--- src/rtl/alu_pkg.sv ---
// Shared definitions for the ALU command driver: opcodes, FSM states and the buffered command record.
package alu_pkg;

  localparam logic [3:0] OpAdd    = 4'd0;
  localparam logic [3:0] OpSub    = 4'd1;
  localparam logic [3:0] OpAnd    = 4'd2;
  localparam logic [3:0] OpOr     = 4'd3;
  localparam logic [3:0] OpXor    = 4'd4;
  localparam logic [3:0] OpNot    = 4'd5;
  localparam logic [3:0] OpSelSum = 4'd6;
  localparam logic [3:0] OpAddRev = 4'd7;

  localparam int unsigned CmdWidth = 41;

  typedef enum logic [1:0] {
    StIdle,
    StDrive,
    StResp
  } state_e;

  typedef struct packed {
    logic [3:0] opcode;
    logic [7:0] a;
    logic [7:0] b;
    logic [7:0] c;
    logic [7:0] d;
    logic       sel;
    logic [3:0] tag;
  } cmd_t;

endpackage

--- src/rtl/alu_cmd_fifo.sv ---
// Synchronous command FIFO; full/empty told apart by an extra pointer bit.
module alu_cmd_fifo
  import alu_pkg::*;
#(
  parameter int unsigned FIFO_DEPTH = 4
) (
  input  logic                clk,
  input  logic                rst,
  input  logic                push,
  input  logic [CmdWidth-1:0] wdata,
  input  logic                pop,
  output logic [CmdWidth-1:0] rdata,
  output logic                full,
  output logic                empty
);

  localparam int unsigned PtrW = $clog2(FIFO_DEPTH);
  localparam logic [PtrW:0] PtrOne = 1;

  logic [CmdWidth-1:0] mem_q [FIFO_DEPTH];
  logic [PtrW:0]       wptr_q, rptr_q;
  logic                do_push, do_pop;

  assign empty   = (wptr_q == rptr_q);
  assign full    = (wptr_q[PtrW] != rptr_q[PtrW]) &&
                   (wptr_q[PtrW-1:0] == rptr_q[PtrW-1:0]);
  assign do_push = push && !full;
  assign do_pop  = pop && !empty;
  assign rdata   = mem_q[rptr_q[PtrW-1:0]];

  always_ff @(posedge clk or posedge rst) begin
    if (rst) begin
      wptr_q <= '0;
      rptr_q <= '0;
    end else begin
      if (do_push) wptr_q <= wptr_q + PtrOne;
      if (do_pop)  rptr_q <= rptr_q + PtrOne;
    end
  end

  always_ff @(posedge clk) begin
    if (do_push) mem_q[wptr_q[PtrW-1:0]] <= wdata;
  end

endmodule

--- src/rtl/alu_cmd_driver.sv ---
// Buffers ALU commands, drives them one at a time to an external combinational ALU and
// returns each result with its caller tag over a valid/ready response port.
module alu_cmd_driver
  import alu_pkg::*;
#(
  parameter int unsigned FIFO_DEPTH = 4
) (
  input  logic        clk,
  input  logic        rst,
  input  logic        cmd_valid,
  output logic        cmd_ready,
  input  logic [3:0]  cmd_opcode,
  input  logic [7:0]  cmd_a,
  input  logic [7:0]  cmd_b,
  input  logic [7:0]  cmd_c,
  input  logic [7:0]  cmd_d,
  input  logic        cmd_sel,
  input  logic [3:0]  cmd_tag,
  output logic [3:0]  alu_opcode,
  output logic [7:0]  alu_a,
  output logic [7:0]  alu_b,
  output logic [7:0]  alu_c,
  output logic [7:0]  alu_d,
  output logic        alu_sel,
  input  logic [7:0]  alu_result,
  input  logic        alu_zero,
  output logic        rsp_valid,
  input  logic        rsp_ready,
  output logic [7:0]  rsp_result,
  output logic        rsp_zero,
  output logic [3:0]  rsp_tag,
  output logic        rsp_mismatch,
  output logic [15:0] zero_count,
  output logic        busy
);

  state_e              state_q, state_d;
  logic                fifo_full, fifo_empty;
  logic                pop, capture;
  logic [CmdWidth-1:0] push_bits, head_bits;
  cmd_t                issue_q;
  logic [7:0]          rsp_result_q;
  logic                rsp_zero_q, rsp_mismatch_q;
  logic [3:0]          rsp_tag_q;
  logic [15:0]         zero_count_q;

  // Held low during reset so no command is taken while the buffer is being cleared.
  assign cmd_ready = !fifo_full && !rst;
  assign push_bits = {cmd_opcode, cmd_a, cmd_b, cmd_c, cmd_d, cmd_sel, cmd_tag};

  alu_cmd_fifo #(
    .FIFO_DEPTH(FIFO_DEPTH)
  ) u_fifo (
    .clk  (clk),
    .rst  (rst),
    .push (cmd_valid && cmd_ready),
    .wdata(push_bits),
    .pop  (pop),
    .rdata(head_bits),
    .full (fifo_full),
    .empty(fifo_empty)
  );

  always_ff @(posedge clk or posedge rst) begin
    if (rst) state_q <= StIdle;
    else     state_q <= state_d;
  end

  always_comb begin
    state_d = state_q;
    unique case (state_q)
      StIdle:  if (!fifo_empty) state_d = StDrive;
      StDrive: state_d = StResp;
      StResp:  if (rsp_ready) state_d = fifo_empty ? StIdle : StDrive;
      default: state_d = StIdle;
    endcase
  end

  always_comb begin
    pop       = 1'b0;
    capture   = 1'b0;
    rsp_valid = 1'b0;
    unique case (state_q)
      StIdle:  pop = !fifo_empty;
      StDrive: capture = 1'b1;
      StResp: begin
        rsp_valid = 1'b1;
        pop       = rsp_ready && !fifo_empty;
      end
      default: ;
    endcase
  end

  always_ff @(posedge clk or posedge rst) begin
    if (rst) begin
      issue_q        <= '0;
      rsp_result_q   <= '0;
      rsp_zero_q     <= 1'b0;
      rsp_tag_q      <= '0;
      rsp_mismatch_q <= 1'b0;
      zero_count_q   <= '0;
    end else begin
      if (pop) issue_q <= cmd_t'(head_bits);
      if (capture) begin
        rsp_result_q   <= alu_result;
        rsp_zero_q     <= alu_zero;
        rsp_tag_q      <= issue_q.tag;
        rsp_mismatch_q <= alu_zero != (alu_result == 8'h00);
      end
      if (rsp_valid && rsp_ready && rsp_zero_q && zero_count_q != 16'hFFFF) begin
        zero_count_q <= zero_count_q + 16'd1;
      end
    end
  end

  assign alu_opcode   = issue_q.opcode;
  assign alu_a        = issue_q.a;
  assign alu_b        = issue_q.b;
  assign alu_c        = issue_q.c;
  assign alu_d        = issue_q.d;
  assign alu_sel      = issue_q.sel;
  assign rsp_result   = rsp_result_q;
  assign rsp_zero     = rsp_zero_q;
  assign rsp_tag      = rsp_tag_q;
  assign rsp_mismatch = rsp_mismatch_q;
  assign zero_count   = zero_count_q;
  assign busy         = (state_q != StIdle) || !fifo_empty;

endmodule

--- config.mk ---
export PLATFORM = sky130hd
export DESIGN_NAME = alu_cmd_driver
export DESIGN_NICKNAME = d
export VERILOG_FILES = /design/src/rtl/alu_pkg.sv /design/src/rtl/alu_cmd_fifo.sv /design/src/rtl/alu_cmd_driver.sv
export SDC_FILE = /design/constraint.sdc
export NUM_CORES = 1
export LEC_CHECK = 0
export BUFFER_PORTS_ARGS = -buffer_cell sky130_fd_sc_hd__buf_2
export CAP_MARGIN = 20
export CELL_PAD_IN_SITES_DETAIL_PLACEMENT = 0
export CELL_PAD_IN_SITES_GLOBAL_PLACEMENT = 2
export CORE_MARGIN = 3
export CORE_UTILIZATION = 30
export CTS_CLUSTER_DIAMETER = 30
export DETAILED_ROUTE_END_ITERATION = 8
export MAX_ROUTING_LAYER = met4
export PLACE_DENSITY_LB_ADDON = 0.2
export SLEW_MARGIN = 20
export SYNTH_ARGS = -nofsm -noshare
export SYNTH_HDL_FRONTEND = slang
export SYNTH_SLANG_ARGS = --single-unit
--- constraint.sdc ---
create_clock -name clk -period 5.67 [get_ports clk]
set_input_delay 0.567 -clock clk [delete_from_list [all_inputs] [get_ports clk]]
set_output_delay 0.567 -clock clk [all_outputs]
set_load 0.005 [all_outputs]
======== Yosys cells after proc, flatten, opt, wreduce, memory -nomap -nowiden ========
Memories as Yosys holds them, arrays and structs flattened. A register that Yosys moved wholly into a read port is not among the register bits.
Index checks and enable logic that the tools add are counted.
cells by class
  shift-type cells ........................ 0
  divide/modulo/power cells ............... 0
  multiplexer cells ....................... 9
  magnitude comparators ................... 0
  reduce and logical (&&, ||, !) cells .... 17
  $mul .................................... 0
  add/subtract/negate cells ............... 3
  equal/unequal tests ..................... 9
  bitwise operators ....................... 0
operators with widths
  cell                     number
  $add A16 B1 Y16 const B  1
  $ne A16 B16 Y1 const B   1
  $logic_and A1 B1 Y1      9
  $logic_not A8 Y1         1
  $add A3 B1 Y3 const B    2
  $pmux W2 S3              1
  $mux W1                  5
  $mux W2                  2
  $ne A2 B2 Y1 const B     2
  $eq A3 B3 Y1             1
  $logic_not A1 Y1         3
  $eq A2 B1 Y1 const B     1
  $eq A2 B2 Y1             1
  $eq A2 B2 Y1 const B     1
  $logic_not A2 Y1         1
  $ne A1 B1 Y1             2
  $pmux W1 S2              1
  $reduce_and A2 Y1        1
  $reduce_bool A2 Y1       1
  $logic_or A1 B1 Y1       1
word-level totals
  word-level logic and storage cells ...... 47
  bits in latches ......................... 0
  memories kept ........................... 1
  output and inout bits ................... 70
  RAM bits ................................ 164
  memory bits (read-only) ................. 0
  bits in registers ....................... 38
memory list
  name          words  bits a word  read ports  clocked after memory_dff  write ports  RTL line            source
  u_fifo.mem_q  4      41           1           1                         1            alu_cmd_fifo.sv:20  logic [CmdWidth-1:0] mem_q [FIFO_DEPTH];

======== Logic depth before layout (Yosys ltp) ========
  word-level depth ........................ 8
  mapped depth ............................ 6
  gate-level depth less buffers ........... 5

======== Hierarchy ========
From an unflattened synthesis, not the netlist that was laid out.
second synthesis, totals
  cell total of the unflattened synthesis .. 509
  area, all modules ....................... 9706.8 um^2
by module, submodules not included
  module          sequential area each (um^2)  times used  cells an instance  area an instance (um^2)
  alu_cmd_fifo    5074.9                       1           264                6432.4
  alu_cmd_driver  1826.8                       1           245                3274.4

======== Least setup slack after synthesis ========
Ideal clock, no wire load.
  kind .................................... flip-flop to flip-flop
  start point ............................. register u_fifo.rptr_q[1]
  end point ............................... memory u_fifo.mem_q[3][0], enable pin
  library setup time ...................... 0.404 ns
  stages on the path, launching flop included .. 5
  setup slack ............................. 3.079 ns
  data arrival time ....................... 2.187 ns
  clock period less this slack ............ 2.591 ns
  buffers on the path ..................... 1
  data required time ...................... 5.266 ns
  cell sequence ........................... dfrtp_1 > buf_2 > xnor2_1 > a31oi_1 > and3_1
on the way
  cells in the longest elaborated chain, start to end .. 8
RTL lines
  element                        RTL line              source
  from (decl)                    alu_cmd_fifo.sv:21    logic [PtrW:0] wptr_q, rptr_q;
  from (signal assigned)         alu_cmd_fifo.sv:37    if (do_pop) rptr_q <= rptr_q + PtrOne;
  $eq A2 B2 Y1                   alu_cmd_fifo.sv:26    (wptr_q[PtrW-1:0] == rptr_q[PtrW-1:0]);
  $logic_and A1 B1 Y1            alu_cmd_fifo.sv:25    assign full = (wptr_q[PtrW] != rptr_q[PtrW]) &&
  $logic_not A1 Y1               alu_cmd_driver.sv:48  assign cmd_ready = !fifo_full && !rst;
  $logic_and A1 B1 Y1            alu_cmd_driver.sv:48
  via cmd_ready                  alu_cmd_driver.sv:11  output logic cmd_ready,
  $logic_and A1 B1 Y1            alu_cmd_driver.sv:56  .push (cmd_valid && cmd_ready),
  $logic_and A1 B1 Y1            alu_cmd_fifo.sv:27    assign do_push = push && !full;
  $mux W1                        alu_cmd_fifo.sv:42    if (do_push) mem_q[wptr_q[PtrW-1:0]] <= wdata;
  $mux W1 (implied by the code)  alu_cmd_fifo.sv:42
  to (decl)                      alu_cmd_fifo.sv:20
The timed path passes the listed nets, and every way through them passes these cells.

======== Worst setup path in the final report ========
  start point ............................. register u_fifo.rptr_q[0]
  end point ............................... memory u_fifo.mem_q[2][10], enable pin
on the way
  cells in the longest elaborated chain, start to end .. 8
RTL lines
  element                            RTL line
  $eq A2 B2 Y1 (*)                   alu_cmd_fifo.sv:26
  $logic_and A1 B1 Y1 (*)            alu_cmd_fifo.sv:25
  $logic_not A1 Y1 (*)               alu_cmd_fifo.sv:27, alu_cmd_driver.sv:48
  $logic_and A1 B1 Y1                alu_cmd_driver.sv:48
  $logic_and A1 B1 Y1                alu_cmd_driver.sv:56
  $logic_and A1 B1 Y1 (*)            alu_cmd_fifo.sv:27
  $mux W1 (*)                        alu_cmd_fifo.sv:42
  $mux W1 (implied by the code) (*)  alu_cmd_fifo.sv:42
Every way passes the cells marked *; elsewhere a longest branch is shown, timed or not.

==> impl_metrics.py <==
metrics = {
    "yosys": {
        "synth_nets": 554,
        "synth_area_um2": 9670,
        "yosys_warnings": 0,
        "synth-edff-count": 164,
        "synth_cells": 494,
        "synth_seq_cells": 243,
        "synthFlopType": "edfxtp_1",
        "syn_avg_cell_area_um2": 19.6,
        "synth-seq-area-share_pct": 71.4,
        "ys_types": 37,
        "async_flop_share_pct": 32.5,
    },
    "route": {
        "routedWlPerCell_um": 18.7,
        "ant_nets": 0,
        "drc": 0,
        "via_per_inst": 4.50,
        "wl_met3_mm": 1.27,
        "routed_wl_mm": 20.3,
        "dr.pass1.iters": 4,
        "wl_met1_mm": 9.26,
        "drt_iter0_markers": 191,
        "wl_met2_mm": 9.39,
        "top_layer": "met4",
        "vias": 4893,
    },
    "pwr": {
        "power_density_nw_per_um2": 616,
        "power_leakage_nw": 4.85,
        "p_clk_share_pct": 42.9,
        "power.switching_w": 0.00211,
        "intPower_w": 0.00561,
        "p_comb_share_pct": 23.0,
        "p_sw_share_pct": 27.3,
        "ir_drop_mv": 0.252,
        "power.total_w": 0.00772,
        "p_seq_share_pct": 34.1,
    },
    "worst_setup_path": {
        "r2r-end": "u_fifo.mem_q[2][10]$_DFFE_PP_",
        "crit_path_start": "u_fifo.rptr_q[0]$_DFFE_PP0P_",
        "crit_fanout": 44,
        "worstPathRequired_ns": 5.87,
        "r2r_setup_slack_ns": 2.48,
        "path_class": "flop to flop",
        "cp.arrival_ns": 3.39,
        "rr_startpoint": "u_fifo.rptr_q[0]$_DFFE_PP0P_",
        "cp-end-kind": "flop",
        "crit_end": "u_fifo.mem_q[2][10]$_DFFE_PP_",
        "r2r_cells": 4,
        "start_kind": "flop",
    },
    "flow_run": {
        "drv_cap": 0,
    },
    "sta": {
        "fin_setup_tns_ns": 0,
        "period_share_pct": 56.3,
        "final-hold-violation-count": 0,
        "rsz0062_at_grt": "no",
        "fmax_mhz": 313,
        "finalSetupViolCount": 0,
        "worst_slew_pin_slew_ns": 0.930,
        "relSlewSlack_pct": 38.0,
        "fin_skew_ns": 0.0186,
        "slew_violations": 0,
        "min_period_ns": 3.19,
    },
    "floorplan": {
        "io_pins": 124,
        "rows": 65,
        "die_area_um2": 34400,
        "die_w_um": 185,
        "dieHeight_um": 185,
        "coreArea_um2": 31600,
        "initial_core_util_pct": 30.6,
    },
    "global_routing": {
        "overflow": 0,
        "grt_max_degree": 52,
        "antenna_found_initial": 2,
        "grt_use_total_pct": 12.2,
        "grt_pass1_vias": 5333,
        "grt_pass1_wl_mm": 31.0,
    },
    "place": {
        "placed_cells": 975,
        "portBuffers": 123,
        "place_congestion": 0.700,
        "hpwl_mm": 12.1,
    },
    "clocking": {
        "post-cts-setup-buffer-count": 0,
        "clkTransAtPathRegs_ns": 0.05,
        "clk-insertion-delay-late_ns": 0.56,
        "cts_buffer_depth": 3,
        "ctsRootBufferMaster": "clkbuf_16",
        "postCtsResizedCells": 0,
        "hold_buffers": 0,
        "htreeDepth": 2,
        "cts_tree": "yes",
        "cts_buffers": 58,
        "cts.sink_count": 243,
    },
    "finish": {
        "fin_nets": 693,
        "layout.cells.most_common": "edfxtp_1",
        "postLayoutCoreUtil_pct": 39.6,
        "final_cell_count_no_fill": 1087,
        "drive_above_1_share_pct": 50.7,
        "synthToLayoutAreaGrowth_pct": 29.5,
        "final_cell_mix": "edfxtp_1, buf_2, dfrtp_1",
    },
    "worst_hold_path": {
        "min_path_type": "input port to asynchronous set/reset pin",
    },
    "run_status": {
        "status": "completed",
    },
}
cells in the mapped netlist (2+ instances only):
| cell type | instances | area, um^2 |
|---|---|---|
| a21oi_1 | 5 | 25.0 |
| and3_1 | 6 | 37.5 |
| buf_2 | 5 | 25.0 |
| buf_4 | 37 | 278 |
| buf_6 | 4 | 45.0 |
| clkbuf_1 | 5 | 18.8 |
| dfrtp_1 | 79 | 1980 |
| edfxtp_1 | 164 | 4920 |
| ha_1 | 6 | 75.1 |
| inv_1 | 5 | 18.8 |
| mux2_2 | 21 | 236 |
| mux2_4 | 37 | 556 |
| mux4_2 | 41 | 923 |
| nand2_1 | 9 | 33.8 |
| nand2b_1 | 2 | 12.5 |
| nand3_1 | 6 | 30.0 |
| nand4_1 | 7 | 43.8 |
| nor2_1 | 9 | 33.8 |
| nor2b_1 | 3 | 18.8 |
| nor3_1 | 3 | 15.0 |
| nor4_1 | 6 | 37.5 |
| o21ai_0 | 3 | 15.0 |
| or3_1 | 2 | 12.5 |
| xnor2_1 | 9 | 78.8 |
| xor2_1 | 8 | 70.1 |
metrics by stage:
| step | instance area (um^2) | hold WS [ns] | worst slack [ns] |
|---|---|---|---|
| after global routing | 12500 | 0.0819 | 2.10 |
| after CTS | 12500 | 0.0578 | 2.32 |
| after floorplan | 9670 | 0.473 | 3.08 |
| after global placement | 10500 | 0.460 | 2.37 |
| after detailed placement | 10500 | 0.469 | 2.35 |
| final | 12500 | 0.0673 | 2.48 |
cell families after synthesis:
kind of cell	share of synthesized area [%]
buf+inv	4.03
flops	71.4
simple gates	3.21
mux	17.9
compound gates	1.02
xor+xnor	1.71
fa+ha+maj	0.777
how the worst min path moves through the flow:
stage | to | cells after the start
after floorplan | rsp_mismatch$_DFFE_PP0N_ | 2
after global placement | rsp_mismatch$_DFFE_PP0N_ | 2
after detailed placement | rsp_mismatch$_DFFE_PP0N_ | 2
after CTS | u_fifo.wptr_q[1]$_DFFE_PP0N_ | 2
after global routing | alu_d[1]$_DFFE_PP0P_ | 2
final | alu_b[5]$_DFFE_PP0P_ | 2
critical path, cell delays in order (launching register included):
cell     delay, ns
dfrtp_4       1.04
xnor2_1       0.29
a31oi_1       0.42
and3_2        0.61
buf_4         0.46
area by class of cell:
cell class / instances / area (um^2)
inverter: 5 / 21.3
multi-input combinational: 194 / 2380
sequential: 243 / 6910
clock inverter: 48 / 542
clock buffer: 62 / 1490
fill: 2872 / 19100
tap: 402 / 503
antenna: 2 / 5.00
timing repair buffer: 131 / 676
registers in the layout, summed over array words and instances (netlist names), 4 cells and up:
| signal | flops |
|---|---|
| alu_a | 8 |
| alu_b | 8 |
| alu_c | 8 |
| alu_d | 8 |
| alu_opcode | 4 |
| issue_q | 4 |
| rsp_result | 8 |
| rsp_tag | 4 |
| u_fifo.mem_q | 164 |
| zero_count | 16 |
metal layers:
layer,vias to the layer above,global-route usage (%)
li1,2201,-
met1,2506,15.8
met2,150,18.7
met3,36,3.40
met4,0,3.84
met5,-,-
power groups by stage:
stage | Combinational [W] | Clock, W | Sequential (W)
final | 0.00178 | 0.00331 | 0.00263
after global routing | 0.00194 | 0.00348 | 0.00270
after CTS | 0.00183 | 0.00339 | 0.00265
after detailed placement | 0.00182 | 0 | 0.00267
after global placement | 0.00180 | 0 | 0.00266
after floorplan | 0.00159 | 0 | 0.00250
Note: power is estimated with default switching activity, not from simulation.
